<file path="src/rtl/instruction_fetch_controller_if.sv">
// Bus bundle between the fetch controller, the instruction memory and the
// decode stage.
//   imem_chip_select / imem_address  : controller -> instruction memory
//   imem_instruction                 : instruction memory -> controller (combinational read data)
//   out_valid / out_instruction / out_pc : controller -> decode (buffer head)
//   out_ready                        : decode -> controller (head accepted this cycle)
// master = the fetch controller, slave = memory + decode side.
interface instruction_fetch_controller_if;
  logic        imem_chip_select;
  logic [31:0] imem_address;
  logic [31:0] imem_instruction;
  logic        out_valid;
  logic        out_ready;
  logic [31:0] out_instruction;
  logic [31:0] out_pc;

  modport master (
    output imem_chip_select, imem_address, out_valid, out_instruction, out_pc,
    input  imem_instruction, out_ready
  );

  modport slave (
    input  imem_chip_select, imem_address, out_valid, out_instruction, out_pc,
    output imem_instruction, out_ready
  );
endinterface

</file>
<file path="src/rtl/instruction_fetch_controller.sv">
// Sequential instruction fetch controller.
// Issues reads from fetch_pc into the instruction memory, captures each
// {pc, instruction} pair into a 2-entry buffer and presents the head to
// decode over valid/ready. Supports redirect (flush + new PC), run enable,
// backpressure stall and a sticky out-of-range fault.
// Ports:
//   clk            : rising-edge clock
//   reset          : asynchronous active-high reset
//   enable         : 0 = issue no new reads (buffer still drains)
//   redirect_valid : load redirect_pc (word aligned) and flush the buffer
//   redirect_pc    : redirect target, bits [1:0] ignored
//   fault          : fetch PC out of range; held until redirect or reset
//   bus            : memory and decode handshake signals (master side)
module instruction_fetch_controller #(
  parameter logic [31:0] RESET_PC  = 32'h0000_0000,
  parameter logic [31:0] MEM_BYTES = 32'h0000_0400
) (
  input  logic        clk,
  input  logic        reset,
  input  logic        enable,
  input  logic        redirect_valid,
  input  logic [31:0] redirect_pc,
  output logic        fault,
  instruction_fetch_controller_if.master bus
);

  typedef enum logic [1:0] {IDLE, RUN, FAULT} state_t;

  typedef struct packed {
    logic [31:0] pc;
    logic [31:0] instruction;
  } entry_t;

  state_t      state;
  logic [31:0] fetch_pc;
  entry_t      head;       // oldest entry, drives out_*
  entry_t      tail;       // second entry when count == 2
  logic [1:0]  count;
  logic        head_valid;

  logic        pop;
  logic        push_ok;
  logic        in_range;
  logic        issue;
  logic [31:0] target;
  entry_t      new_entry;

  assign pop       = head_valid & bus.out_ready;
  assign push_ok   = (count < 2'd2) | pop;
  assign in_range  = fetch_pc < MEM_BYTES;
  assign issue     = (state == RUN) & enable & ~redirect_valid & push_ok & in_range;
  assign target    = redirect_pc & ~32'h3;
  assign new_entry = '{pc: fetch_pc, instruction: bus.imem_instruction};

  assign bus.imem_chip_select = issue;
  assign bus.imem_address     = fetch_pc;
  assign bus.out_valid        = head_valid;
  assign bus.out_instruction  = head.instruction;
  assign bus.out_pc           = head.pc;
  assign fault                = (state == FAULT);

  // NOTE: all sequential state uses non-blocking assignments so every
  // register samples the same pre-edge values regardless of statement order.
  always_ff @(posedge clk or posedge reset) begin
    if (reset) begin
      state      <= IDLE;
      fetch_pc   <= RESET_PC;
      // NOTE: the buffer entries are reset (not left as uninitialised storage)
      // because out_instruction/out_pc must read 0 whenever it is empty.
      head       <= '0;
      tail       <= '0;
      count      <= 2'd0;
      head_valid <= 1'b0;
    end else begin
      // Control state: redirect outranks everything; FAULT is sticky otherwise.
      if (redirect_valid) begin
        if (!enable)                state <= IDLE;
        else if (target >= MEM_BYTES) state <= FAULT;
        else                        state <= RUN;
      end else begin
        case (state)
          IDLE:    if (enable) state <= RUN;
          RUN:     if (!enable) state <= IDLE;
                   else if (!in_range) state <= FAULT;
          FAULT:   ;
          default: state <= IDLE;
        endcase
      end

      if (redirect_valid)
        fetch_pc <= target;
      else if (issue)
        fetch_pc <= fetch_pc + 32'd4;

      // Buffer: empty slots are kept at zero so the head reads 0 when empty.
      if (redirect_valid) begin
        head       <= '0;
        tail       <= '0;
        count      <= 2'd0;
        head_valid <= 1'b0;
      end else begin
        case ({issue, pop})
          2'b11: begin
            // Retire head and append; occupancy unchanged.
            if (count == 2'd2) begin
              head <= tail;
              tail <= new_entry;
            end else begin
              head <= new_entry;
            end
          end
          2'b01: begin
            head       <= tail;
            tail       <= '0;
            count      <= count - 2'd1;
            head_valid <= (count == 2'd2);
          end
          2'b10: begin
            if (count == 2'd0) head <= new_entry;
            else               tail <= new_entry;
            count      <= count + 2'd1;
            head_valid <= 1'b1;
          end
          default: ;
        endcase
      end
    end
  end

endmodule
</file>
<file path="src/flat_wrapper.sv">
// flat-port wrapper written by rule: the top's interface ports become plain ports
module instruction_fetch_controller_flat 
#(
  parameter logic [31:0] RESET_PC  = 32'h0000_0000,
  parameter logic [31:0] MEM_BYTES = 32'h0000_0400
)
  (clk, reset, enable, redirect_valid, redirect_pc, fault, bus_imem_chip_select, bus_imem_address, bus_out_valid, bus_out_instruction, bus_out_pc, bus_imem_instruction, bus_out_ready);
  instruction_fetch_controller_if bus_i ();
  input  logic clk;
  input  logic reset;
  input  logic enable;
  input  logic redirect_valid;
  input  logic [31:0] redirect_pc;
  output logic fault;
  output wire logic [$bits(bus_i.imem_chip_select)-1:0] bus_imem_chip_select;
  output wire logic [$bits(bus_i.imem_address)-1:0] bus_imem_address;
  output wire logic [$bits(bus_i.out_valid)-1:0] bus_out_valid;
  output wire logic [$bits(bus_i.out_instruction)-1:0] bus_out_instruction;
  output wire logic [$bits(bus_i.out_pc)-1:0] bus_out_pc;
  input wire logic [$bits(bus_i.imem_instruction)-1:0] bus_imem_instruction;
  input wire logic [$bits(bus_i.out_ready)-1:0] bus_out_ready;
  assign bus_imem_chip_select = bus_i.imem_chip_select;
  assign bus_imem_address = bus_i.imem_address;
  assign bus_out_valid = bus_i.out_valid;
  assign bus_out_instruction = bus_i.out_instruction;
  assign bus_out_pc = bus_i.out_pc;
  assign bus_i.imem_instruction = bus_imem_instruction;
  assign bus_i.out_ready = bus_out_ready;
  instruction_fetch_controller #(.RESET_PC(RESET_PC), .MEM_BYTES(MEM_BYTES)) u_core (.clk(clk), .reset(reset), .enable(enable), .redirect_valid(redirect_valid), .redirect_pc(redirect_pc), .fault(fault), .bus(bus_i));
endmodule
</file>
<file path="config.mk">
export PLATFORM = sky130hd
export DESIGN_NAME = instruction_fetch_controller_flat
export DESIGN_NICKNAME = d
export VERILOG_FILES = /design/src/rtl/instruction_fetch_controller_if.sv /design/src/rtl/instruction_fetch_controller.sv /design/src/flat_wrapper.sv
export SDC_FILE = /design/constraint.sdc
export NUM_CORES = 1
export LEC_CHECK = 0
export CORE_MARGIN = 2
export CORE_UTILIZATION = 40
export CTS_CLUSTER_SIZE = 16
export DETAILED_ROUTE_END_ITERATION = 8
export PLACE_DENSITY = 0.67
export SETUP_SLACK_MARGIN = 0.1
export SKIP_CTS_REPAIR_TIMING = 1
export SLEW_MARGIN = 15
export SYNTH_ARGS = -nofsm -noshare
export SYNTH_HDL_FRONTEND = slang
export SYNTH_SLANG_ARGS = --single-unit
</file>
<file path="constraint.sdc">
create_clock -name clk -period 12.4 [get_ports clk]
set_clock_uncertainty 0.1 [all_clocks]
set_input_delay 2.48 -clock clk [delete_from_list [all_inputs] [get_ports clk]]
set_output_delay 2.48 -clock clk [all_outputs]
set_load 0.05 [all_outputs]
</file>
==> results.cfg <==
[status]
outcome = completed

[placed_design]
dp_hpwl_um = 11700
gp_congestion = 0.774
io_buffers = 163
post_dp_cell_area_um2 = 8790

[logic_synthesis]
netlist_top_cells_area = dfrtp_1, nand2_1, o21ai_0
synth.avg_cell_area_um2 = 9.70
syn_area_um2 = 7020
synth_most_common_cell = nand2_1
async_flop_share = 1.00
ys.flop_type = dfrtp_1
ys_ff_latch = 161
synth-edff-count = 0
synth-seq-area-share = 0.574
synth.distinct_cells = 42
yosysWarningCount = 0
netlist_top_cells_count = nand2_1, dfrtp_1, o21ai_0
syn_inst = 723
yosys.area.top_type = dfrtp_1
yosysTopAreaCellShare = 0.574

[setup_path]
critPathLaunchType = input port
endpoint_kind = output port
critPathArrivalTime_ns = 4.91
critical_path_required_ns = 9.82
worstPathMaxFanout = 13
timing_worst_setup_path_type = input port to output port
r2r_cells = 8

[run]
maxCapViolCount = 0

[power]
pwr_density_cell_nw_per_um2 = 136
leakage_nw = 4.00
power.total_mw = 1.29
irDropWorstVdd_uv = 94.0

[finish]
syn_to_final_growth_pct = 34.5
fin_area_um2 = 9440
nets = 934
fin_util = 0.548
final_layout_size_suffix_gt1_frac = 0.0881
diodes = 0

[min_path]
min_path_type = flip-flop to flip-flop
holdPathStages = 2

[timing]
max_freq_mhz = 134
hold_viol = 0
period_share = 0.604
fin_tns_setup_ns = 0
fin_crit_ns = 7.49
rsz0062_at_grt = false
setup_viol = 0
relSlewSlack = 0.319
tightest_slew_ns = 1.02
drv_slew = 0

[clock_tree]
clkTransAtPathRegs_ns = 0.07
cts_max_level = 4
cts-root-buf = clkbuf_16
clockBufferDepth = 2
cts_buffers = 17
cts_sinks = 161
clk_latency_ns = 0.43
tritoncts = yes

[routing]
firstDrtPassIters = 5
viasPerCell = 5.27
wl_met1_um = 8430
drt-total-wl_um = 18700
drc = 0
via_count = 5787
wl_met2_um = 8910
wl_per_cell_um = 17.0
dr_wl_met3_um = 1260
routed.top_layer = met4
first_iter_violations = 386
antenna_left = 0

[die]
start_util = 0.407
dieArea_um2 = 18600
dieHeight_um = 136
core_area_um2 = 17200
die_width_um = 136
ioPinCount = 168
rows = 48

[global_routing]
grt_usage = 0.209
grt_max_degree = 94
grt-ovfl-total = 0
first_global_vias = 5661
antenna_found_initial = 0
grt_pass1_wl_um = 30300
report_power, final:
group	leakage, nW	internal, mW	switching (mW)
sequential	2.13	0.552	0.0283
combinational	1.58	0.0624	0.0909
clock	0.298	0.325	0.226
cell usage in the layout (no fill, tap or decap), types with 6 or more instances in the layout:
cell type / Yosys / final
a22oi_1: 63 / 63
nor4_1: 11 / 11
buf_4: 3 / 7
mux2_2: 22 / 22
or3_1: 7 / 7
dfrtp_1: 161 / 161
o21ai_0: 128 / 128
nand2_1: 193 / 193
clkdlybuf4s50_1: 0 / 162
nand3_1: 14 / 13
nor2_1: 15 / 14
clkbuf_16: 0 / 17
inv_6: 0 / 6
critical path: stages:
cell and delay (ns):
clkdlybuf4s50_1 0.50, nor4b_1 0.24, nand3_1 0.15, or3_4 0.45, inv_2 0.23, clkdlybuf4s50_1 0.85
cell type report:
type / count / area [um2]
inverter: 6 / 27.5
timing repair buffer: 171 / 1710
fill: 1556 / 7800
clock inverter: 14 / 176
multi-input combinational: 504 / 2780
tap: 225 / 282
sequential: 161 / 4030
clock buffer: 18 / 439
path summary, 6_finish.rpt:
check,start,endpoint,slack [ns]
worst max-delay path,enable,bus_imem_chip_select,4.91
worst min-delay path,u_core.bus.out_instruction[18],u_core.bus.out_instruction[18],0.38
worst max register to register,u_core.bus.imem_address[11],u_core.tail[9],8.33
worst min register to register,u_core.bus.out_instruction[18],u_core.bus.out_instruction[18],0.38
max in group asynchronous,reset,u_core.tail[11],8.29
min in group asynchronous,reset,u_core.bus.out_instruction[3],2.51
through the flow:
step / worst slack [ns] / hold slack (ns) / instances
after floorplan: 5.47 / 0.351 / 724
after global placement: 4.91 / 0.361 / 1066
after detailed placement: 4.90 / 0.369 / 1066
after CTS: 4.90 / 0.383 / 1098
after global routing: 4.72 / 0.403 / 1099
final: 4.91 / 0.376 / 1099
kinds of logic after synthesis:
family                     count (synthesis)  share of synthesized area
and+or+nand+nor                          263                      0.163
AOI/OAI and AO/OA                        209                      0.178
DFF                                      161                      0.574
buffers and inverters                     59                     0.0364
muxes                                     24                     0.0382
adders and majority gates                  4                    0.00713
xor gates and xnor gates                   2                    0.00250
other                                      1                   0.000535
registers in the layout, summed over array words and instances (netlist names):
signal                      count
u_core.tail                    63
u_core.state                    2
u_core.bus.out_pc              31
u_core.bus.out_instruction     32
u_core.count                    2
u_core.bus.out_valid            1
u_core.bus.imem_address        30
metal layers:
| layer | global-route usage | vias up |
|---|---|---|
| met4 | 0.0503 | 0 |
| met5 | 0 | - |
| li1 | - | 2816 |
| met1 | 0.280 | 2804 |
| met2 | 0.333 | 162 |
| met3 | 0.0645 | 5 |
Power figures use the tool's default switching activity.
